===== config.mk =====
export PLATFORM = sky130hd
export DESIGN_NAME = ptn_player
export DESIGN_NICKNAME = d
export VERILOG_FILES = /design/src/rtl/ptn_pkg.sv /design/src/rtl/ptn_fifo2.sv /design/src/rtl/ptn_player.sv
export SDC_FILE = /design/constraint.sdc
export NUM_CORES = 1
export LEC_CHECK = 0
export BUFFER_PORTS_ARGS = -buffer_cell sky130_fd_sc_hd__buf_4
export CORE_MARGIN = 4
export CORE_UTILIZATION = 45
export CTS_BUF_LIST = sky130_fd_sc_hd__clkbuf_4
export DETAILED_ROUTE_END_ITERATION = 6
export GPL_TIMING_DRIVEN = 0
export PLACE_DENSITY = 0.8
export SLEW_MARGIN = 20
export SYNTH_ARGS = -nofsm -noshare
export SYNTH_HDL_FRONTEND = slang
export SYNTH_SLANG_ARGS = --single-unit

===== constraint.sdc =====
create_clock -name clk -period 3.4 [get_ports clk]
set_input_delay 0 -clock clk [delete_from_list [all_inputs] [get_ports clk]]
set_output_delay 0 -clock clk [all_outputs]
set_load 0.01 [all_outputs]

===== src/rtl/ptn_pkg.sv =====
// Shared definitions for the pattern player: default widths, RAM address width
// and the playback FSM state encoding.
package ptn_pkg;

    localparam int unsigned PTN_ADDR_W = 16;
    localparam int unsigned PTN_DATA_W = 16;
    localparam int unsigned RAM_ADDR_W = 24;

    typedef enum logic [1:0] {
        ST_IDLE  = 2'd0,
        ST_RUN   = 2'd1,
        ST_DRAIN = 2'd2
    } state_t;

endpackage


===== src/rtl/ptn_fifo2.sv =====
// Two-entry FIFO buffering RAM read data for the pattern stream.
// Flush is synchronous and overrides any push/pop in the same cycle.
module ptn_fifo2 #(
    parameter int unsigned DATA_W = 16
) (
    input  logic              clk,
    input  logic              rst,
    input  logic              flush,
    input  logic              push,
    input  logic [DATA_W-1:0] push_data,
    input  logic              pop,
    output logic [DATA_W-1:0] head,
    output logic              not_empty,
    output logic [1:0]        count
);

    logic [DATA_W-1:0] mem [2];
    logic              wr_ptr;
    logic              rd_ptr;

    always_ff @(posedge clk) begin
        if (rst) begin
            for (int unsigned i = 0; i < 2; i++) begin
                mem[i] <= '0;
            end
            wr_ptr <= 1'b0;
            rd_ptr <= 1'b0;
            count  <= '0;
        end else if (flush) begin
            wr_ptr <= 1'b0;
            rd_ptr <= 1'b0;
            count  <= '0;
        end else begin
            if (push) begin
                mem[wr_ptr] <= push_data;
                wr_ptr      <= ~wr_ptr;
            end
            if (pop) begin
                rd_ptr <= ~rd_ptr;
            end
            count <= count + {1'b0, push} - {1'b0, pop};
        end
    end

    assign head      = mem[rd_ptr];
    assign not_empty = (count != 2'd0);

endmodule


===== src/rtl/ptn_player.sv =====
// Pattern player: host access port to a single-port RAM in IDLE, and looped
// streaming of an address range out through a 2-entry FIFO during playback.
module ptn_player
    import ptn_pkg::*;
#(
    parameter int unsigned ADDR_W = PTN_ADDR_W,
    parameter int unsigned DATA_W = PTN_DATA_W
) (
    input  logic                  clk,
    input  logic                  rst,
    input  logic                  host_we,
    input  logic                  host_re,
    input  logic [ADDR_W-1:0]     host_addr,
    input  logic [DATA_W-1:0]     host_wdata,
    output logic [DATA_W-1:0]     host_rdata,
    output logic                  host_rvalid,
    output logic                  host_err,
    input  logic                  start,
    input  logic                  abort,
    input  logic [ADDR_W-1:0]     start_addr,
    input  logic [ADDR_W-1:0]     end_addr,
    input  logic [7:0]            loop_cnt,
    output logic                  busy,
    output logic                  done,
    output logic [DATA_W-1:0]     ptn_data,
    output logic                  ptn_valid,
    input  logic                  ptn_ready,
    output logic                  ram_en,
    output logic                  ram_we,
    output logic [RAM_ADDR_W-1:0] ram_addr,
    output logic [DATA_W-1:0]     ram_wdata,
    input  logic [DATA_W-1:0]     ram_rdata
);

    state_t            state;
    state_t            state_nx;
    logic [ADDR_W-1:0] ptr;
    logic [ADDR_W-1:0] start_q;
    logic [ADDR_W-1:0] end_q;
    logic [7:0]        passes;
    logic              inflight;
    logic              host_pend;
    logic              err_q;
    logic              done_q;
    logic              done_nx;
    logic              issue;
    logic              host_wr;
    logic              host_rd;
    logic              host_bad;
    logic              last_fetch;
    logic              fifo_pop;
    logic              fifo_flush;
    logic [1:0]        fifo_count;
    logic [2:0]        level;

    assign host_wr    = !rst && (state == ST_IDLE) && host_we;
    assign host_rd    = !rst && (state == ST_IDLE) && host_re && !host_we;
    assign host_bad   = (state != ST_IDLE) ? (host_we || host_re) : (host_we && host_re);
    assign fifo_pop   = ptn_valid && ptn_ready;
    assign fifo_flush = abort && (state != ST_IDLE);
    assign last_fetch = (ptr == end_q) && (passes <= 8'd1);
    // Occupancy after this edge; counting the pop keeps 1 word/cycle with ready held high.
    assign level      = {1'b0, fifo_count} + {2'b0, inflight} - {2'b0, fifo_pop};

    always_comb begin
        state_nx = state;
        done_nx  = 1'b0;
        issue    = 1'b0;
        unique case (state)
            ST_IDLE: begin
                if (start) state_nx = ST_RUN;
            end
            ST_RUN: begin
                if (abort) begin
                    state_nx = ST_IDLE;
                end else begin
                    issue = (level < 3'd2);
                    if (issue && last_fetch) state_nx = ST_DRAIN;
                end
            end
            ST_DRAIN: begin
                if (abort) begin
                    state_nx = ST_IDLE;
                end else if (!ptn_valid && !inflight) begin
                    state_nx = ST_IDLE;
                    done_nx  = 1'b1;
                end
            end
            default: state_nx = ST_IDLE;
        endcase
        if (rst) issue = 1'b0;
    end

    always_ff @(posedge clk) begin
        if (rst) begin
            state       <= ST_IDLE;
            ptr         <= '0;
            start_q     <= '0;
            end_q       <= '0;
            passes      <= '0;
            inflight    <= 1'b0;
            host_pend   <= 1'b0;
            host_rvalid <= 1'b0;
            host_rdata  <= '0;
            err_q       <= 1'b0;
            done_q      <= 1'b0;
        end else begin
            state       <= state_nx;
            done_q      <= done_nx;
            inflight    <= issue;
            host_pend   <= host_rd;
            host_rvalid <= host_pend;
            if (host_pend) host_rdata <= ram_rdata;
            if (host_bad) err_q <= 1'b1;
            if (state == ST_IDLE && start) begin
                start_q <= start_addr;
                end_q   <= end_addr;
                ptr     <= start_addr;
                passes  <= (loop_cnt == 8'd0) ? 8'd1 : loop_cnt;
            end else if (issue) begin
                if (ptr == end_q) begin
                    if (passes > 8'd1) begin
                        ptr    <= start_q;
                        passes <= passes - 8'd1;
                    end
                end else begin
                    ptr <= ptr + ADDR_W'(1);
                end
            end
        end
    end

    always_comb begin
        ram_en    = issue || host_wr || host_rd;
        ram_we    = host_wr;
        ram_addr  = '0;
        ram_wdata = '0;
        if (host_wr || host_rd) begin
            ram_addr = RAM_ADDR_W'(host_addr);
        end else if (issue) begin
            ram_addr = RAM_ADDR_W'(ptr);
        end
        if (host_wr) ram_wdata = host_wdata;
    end

    assign busy     = (state != ST_IDLE);
    assign done     = done_q;
    assign host_err = err_q;

    ptn_fifo2 #(
        .DATA_W(DATA_W)
    ) u_fifo (
        .clk      (clk),
        .rst      (rst),
        .flush    (fifo_flush),
        .push     (inflight),
        .push_data(ram_rdata),
        .pop      (fifo_pop),
        .head     (ptn_data),
        .not_empty(ptn_valid),
        .count    (fifo_count)
    );

endmodule

### Word level (Yosys, flattened, before mapping)

Memory sizes are Yosys's and may differ from the RTL's. A register that Yosys moved wholly into a read port is not among the register bits.
Index checks and enable logic that the tools add are counted.
Widths: inputs -> output; s select.

* output and inout port bits: 79
* bits in writable memories: 32
* latch bits: 0
* bits in read-only memories: 0
* logic and storage cells: 100
* bits of input ports: 95
* register bits: 83
* memories kept: 1

* multipliers: 0
* reductions and logical operators: 32
* mux-type cells: 34
* shifts and indexed selects: 0
* divide/modulo/power cells: 0
* $add $sub $neg: 6
* equal/unequal tests: 7
* bitwise operators: 3
* $lt $le $gt $ge: 3

Memories
* u_fifo.mem: words 2, bits a word 16, rd ports 1, clocked after memory_dff 1, wr ports 2, RTL line ptn_fifo2.sv:17 `logic [DATA_W-1:0] mem [2];`

Operators with widths (count)
* $mux 16: 8
* $mux 8: 5
* $add 16x1->16 const B: 1
* $eq 16x16->1: 1
* $reduce_or 16->1: 1
* $mux 1: 15
* $logic_and 1x1->1: 11
* $mux 2: 5
* $reduce_bool 2->1: 5
* $gt 8x1->1 const B: 1
* $le 8x1->1 const B: 1
* $logic_not 8->1: 1
* $sub 8x1->8 const B: 1
* $ne 3x3->1 const B: 2
* $pmux 2 s3: 1
* $reduce_and 3->1: 2
* $logic_not 1->1: 4
* $logic_or 1x1->1: 4
* $add 2x1->3: 1
* $lt 3x2->1 const B: 1
* $ne 3x1->1 const B: 1
* $not 1->1: 3
* $reduce_or 3->1: 1
* $sub 3x1->3: 1
* 8 further kinds: 8

### Longest topological paths before layout

* depth after elaboration: 9
* mapped depth: 14
* mapped depth without buffers: 13

### Cells and area by module

A second synthesis with hierarchy kept.

* cells, all modules: 626
* area total of the unflattened synthesis: 5960.7 µm²

Modules (own cells, without submodules)
* ptn_player: instances 1, area an instance 4255.3 µm², seq. area each 1581.5 µm², cells each 515
* ptn_fifo2: instances 1, area an instance 1705.4 µm², seq. area each 1061.0 µm², cells each 111

### Worst setup path after synthesis

No wires, ideal clock.

* path kind: reg-to-reg
* start point: register u_fifo.count[1]
* end point: register passes[7]
* cell stages (with the launch flop): 14
* arrival time: 3.006 ns
* required time: 3.309 ns
* setup time: 0.091 ns
* setup slack: 0.303 ns
* cells stage by stage: dfxtp_1 -> inv_1 -> nand2_1 -> and2_1 -> ha_1 -> inv_1 -> ha_1 -> fa_1 -> nor4_4 -> nor2b_1 -> buf_4 -> nand2_1 -> or3_1 -> a311oi_1

* word-level cells in the longest chain between the ends: 9

RTL lines
* start: declaration: RTL line ptn_fifo2.sv:14 `output logic [1:0] count`
* start signal: assignment: RTL line ptn_fifo2.sv:41 `count <= count + {1'b0, push} - {1'b0, pop};`
* $reduce_bool 2->1: RTL line ptn_fifo2.sv:46 `assign not_empty = (count != 2'd0);`
* via ptn_valid: RTL line ptn_player.sv:26 `output logic ptn_valid,`
* $logic_and 1x1->1: RTL line ptn_player.sv:59 `assign fifo_pop = ptn_valid && ptn_ready;`
* via fifo_pop: RTL line ptn_player.sv:51 `logic fifo_pop;`
* $sub 3x1->3: RTL line ptn_player.sv:63 `assign level = {1'b0, fifo_count} + {2'b0, inflight} - {2'b0, fifo_pop};`
* via level[1]: RTL line ptn_player.sv:54 `logic [2:0] level;`
* $lt 3x2->1: RTL line ptn_player.sv:77 `issue = (level < 3'd2);`
* $mux 1: RTL line ptn_player.sv:74 `if (abort) begin`
* $mux 1: RTL line ptn_player.sv:69 `unique case (state)`
* $mux 1: RTL line ptn_player.sv:91 `if (rst) issue = 1'b0;`
* $reduce_bool 2->1 (no line)
* $reduce_and 3->1 (no line)
* end signal: assignment: RTL line ptn_player.sv:119 `passes <= (loop_cnt == 8'd0) ? 8'd1 : loop_cnt;`
* end signal: assignment: RTL line ptn_player.sv:124 `passes <= passes - 8'd1;`
* end: declaration: RTL line ptn_player.sv:40 `logic [7:0] passes;`

The timed path passes the listed nets, and every way through them passes these cells.
A chain may end at the register's enable or synchronous reset.

### Final worst setup path

* start point: register u_fifo.count[1]
* end point: register passes[7]

* word-level cells in the longest chain between the ends: 9

RTL lines (RTL line)
* $reduce_bool 2->1: ptn_fifo2.sv:46
* $logic_and 1x1->1: ptn_player.sv:59
* via fifo_pop: ptn_player.sv:51
* $sub 3x1->3: ptn_player.sv:63
* $lt 3x2->1: ptn_player.sv:77
* $mux 1: ptn_player.sv:74
* $mux 1: ptn_player.sv:69
* $mux 1: ptn_player.sv:91
* $reduce_bool 2->1 (no line)
* $reduce_and 3->1 (no line)

The timed path passes the listed nets, and every way through them passes these cells.

==> results.yml <==
clock_network:
  cts_num_sinks: 116
  cts.htree.levels: 4
  cts_made_buffers: 17
  cts_tree: "yes"
  clock_latency_ns: 0.54
  cts.reportedPaths.clkPinSlew_ns: 0.12
  root_buffer: "clkbuf_4"
  cts.path.max_buffers: 2
worst_setup_path:
  cp.arrival_ns: 3.69
  end_kind: "flop"
  crit_slowest_cell: "or3_4"
  timing.rr.start: "u_fifo.count[1]$_SDFF_PP0_"
  reg2reg_depth: 15
  worst-path-buf-inv: 4
  path_cells: "inv_2, nand2_1, and2_4, ha_1, inv_1, ha_1, fa_2, xnor2_2, nor4_4, buf_6, nor2b_2, buf_4, nand2_1, or3_4, a311oi_2"
  start_kind: "flop"
  cp.depth: 15
  worstSetupPathType: "flop to flop"
  regToRegSetupSlack_ns: 0.18
  cp_max_fo: 6
  worstReg2RegEnd: "passes[7]$_SDFFE_PP0P_"
  crit_required_ns: 3.87
  cpPeakStageDelay_ns: 0.38
  crit_family: "simple AND/OR/NAND/NOR gates"
drt:
  drt_first_pass_iters: 5
  drt_wl_total_um: 17100
  drc: 0
  post_drt_via_cell_ratio: 5.13
  vias: 5468
  wire_per_inst_um: 16.1
  antenna_left: 0
  dr.first_iter.drc_count: 473
place:
  place_inst: 965
  detailed_place_hpwl_um: 11900
  place_congestion: 0.882
  port_buffers: 164
sta:
  finalCritPeriodShare: 0.948
  maxSlewViolCount: 0
  whs_ns: 0.194
  setup_viol: 0
  finalClockSkew_ns: 0.0210
  finalCriticalPeriod_ns: 3.22
  hold_viol: 0
  tightestPinTransition_ns: 0.699
  slew_headroom: 0.534
  max_freq_mhz: 310
  rsz0062_at_grt: "true"
  tns_ns: 0
worst_hold_path:
  min_to: "host_err$_SDFFE_PP0P_"
  hold_depth: 5
  worstHoldStart: "host_we"
  hold_path_class: "primary input to flop"
floorplanning:
  initial_utilization: 0.466
  io_pins: 174
  num_rows: 40
  dieArea_um2: 14500
  core_um2: 12200
  die_h_um: 120
  die_x_um: 120
finish:
  stdcell_count: 1066
  syn2layout_area_growth_pct: 43.3
  drive_gt1_frac: 0.282
  fin_nets: 986
  final_cell_mix: "179 x buf_4, 86 x nand2_1, 83 x dfxtp_1"
  final_common_cell: "buf_4"
  diodes: 0
global_routing:
  grt_overflow: 0
  grt_max_degree: 17
  grt_pass1_vias: 5310
  antenna_found_initial: 0
  grt_pass1_wl_um: 27200
  grt.total_usage: 0.237
pwr:
  leakage_nw: 3.55
  vdd_ir_drop_max_mv: 0.224
  powerDensity_nw_per_um2: 416
outcome:
  status: "finished, final reports clean"
yosys:
  syn_area_um2: 5690
  ys_ff_latch: 116
  ys_seq_area_frac: 0.465
  syn_inst: 626
  synth_ff_type: "dfxtp_1"
  synth-edff-count: 32
  synth.distinct_cells: 49
  ys_warn_count: 0
  synthArstFlopShare: 0
  avgSynthCellArea_um2: 9.09
job:
  max-cap-violations: 0
==> state kept, by name, summed over array words and instances (netlist names), named ones only <==
register / count
passes: 8
host_rvalid: 1
end_q: 16
host_err: 1
u_fifo.mem: 32
ptr: 16
host_rdata: 16
start_q: 16
done: 1
state: 2
host_pend: 1
u_fifo.wr_ptr: 1
inflight: 1
u_fifo.count: 2
u_fifo.rd_ptr: 1
==> worst min-delay path, delay by kind of cell <==
| kind | cells | cell delay, ns |
|---|---|---|
| fa+ha+maj | 1 | 0.23 |
| simple gates | 2 | 0.11 |
| buf+inv | 2 | 0.36 |
==> worst max-delay path by stage <==
stage / startpoint / end / slack [ns]
4_1_cts: u_fifo.count[1]$_SDFF_PP0_ / passes[7]$_SDFFE_PP0P_ / 0.06
3_5_place_dp: u_fifo.count[1]$_SDFF_PP0_ / ptr[11]$_SDFFE_PP0P_ / -0.23
2_1_floorplan: u_fifo.count[1]$_SDFF_PP0_ / passes[7]$_SDFFE_PP0P_ / 0.30
5_1_grt: u_fifo.count[1]$_SDFF_PP0_ / ram_en / -0.03
3_3_place_gp: u_fifo.count[1]$_SDFF_PP0_ / ptr[13]$_SDFFE_PP0P_ / -0.24
6_report: u_fifo.count[1]$_SDFF_PP0_ / passes[7]$_SDFFE_PP0P_ / 0.18
==> repair_timing <==
| action | 4_1_cts | 5_1_grt |
|---|---|---|
| pin swaps | 1 | 1 |
| hold buffers | 62 | 0 |
| endpoints found under the setup margin | 27 | 31 |
| buffers inserted | 2 | 5 |
| resized for setup | 3 | 19 |
| hold endpoints to repair | 114 | 0 |
==> metal layers <==
metal / part of all wire / global-route usage / up-vias
met4: 0.021 / 0.0779 / 0
met5: 0 / 0 / -
met2: 0.48 / 0.404 / 227
li1: - / - / 2675
met1: 0.43 / 0.298 / 2532
met3: 0.070 / 0.0543 / 34
==> stage by stage <==
| step | setup WS [ns] | cell area (µm²) | util | total power, mW |
|---|---|---|---|---|
| final | 0.176 | 8150 | 0.668 | 3.39 |
| after global routing | -0.0316 | 8150 | 0.668 | 3.57 |
| after CTS | 0.0649 | 8070 | 0.661 | 3.36 |
| after detailed placement | -0.232 | 7160 | 0.586 | 2.33 |
| after global placement | -0.244 | 7160 | 0.586 | 2.32 |
| after floorplan | 0.303 | 5710 | - | 2.03 |
==> cell families after synthesis <==
logic type               share of synthesized area
buffers and inverters                       0.0543
multiplexers                                0.0651
adder cells (fa/ha/maj)                     0.0163
AND/OR/NAND/NOR                              0.225
AO/OA/AOI/OAI                                0.117
flip-flops                                   0.465
other                                     0.000659
XOR/XNOR                                    0.0570
==> cells in the mapped netlist (2+ instances only) <==
cell type | count | area share
nand4_1 | 8 | 0.0088
nand2_1 | 86 | 0.057
nor2_1 | 57 | 0.038
buf_1 | 6 | 0.0040
o21ai_0 | 7 | 0.0062
clkbuf_1 | 35 | 0.023
mux2_2 | 16 | 0.032
o21a_1 | 2 | 0.0026
and2_1 | 40 | 0.044
or4_1 | 2 | 0.0026
nand2b_1 | 3 | 0.0033
a31oi_1 | 4 | 0.0044
and3_1 | 18 | 0.020
nor2b_1 | 5 | 0.0055
buf_4 | 9 | 0.012
o211ai_1 | 5 | 0.0066
edfxtp_1 | 32 | 0.17
nand3_1 | 11 | 0.0097
a211oi_1 | 7 | 0.0092
buf_2 | 7 | 0.0062
a21oi_1 | 40 | 0.035
o211a_1 | 2 | 0.0035
and4_1 | 2 | 0.0031
or2_2 | 2 | 0.0022
ha_1 | 5 | 0.011
a311oi_1 | 14 | 0.022
a211o_1 | 2 | 0.0031
or3_1 | 2 | 0.0022
dfxtp_1 | 84 | 0.30
nor3_1 | 8 | 0.0070
mux2i_1 | 19 | 0.033
inv_1 | 13 | 0.0086
a21o_1 | 2 | 0.0026
nand3b_1 | 2 | 0.0026
xor2_1 | 25 | 0.038
xnor2_1 | 12 | 0.018
nor4_1 | 9 | 0.0099
a22o_1 | 12 | 0.018
==> power breakdown <==
| group | internal [mW] | leakage, nW | switching [mW] |
|---|---|---|---|
| Clock | 0.376 | 0.136 | 0.606 |
| Sequential | 1.51 | 1.02 | 0.0581 |
| Combinational | 0.415 | 2.39 | 0.427 |
==> layout make-up <==
type / instances / area [µm²]
Fill cell: 1027 / 4060
Inverter: 14 / 56.3
Clock buffer: 17 / 128
Buffer: 57 / 268
Timing Repair Buffer: 233 / 1910
Clock inverter: 15 / 144
Multi-Input combinational cell: 446 / 2790
Tap cell: 168 / 210
Sequential cell: 116 / 2650
(Power assumes the default switching activity.)
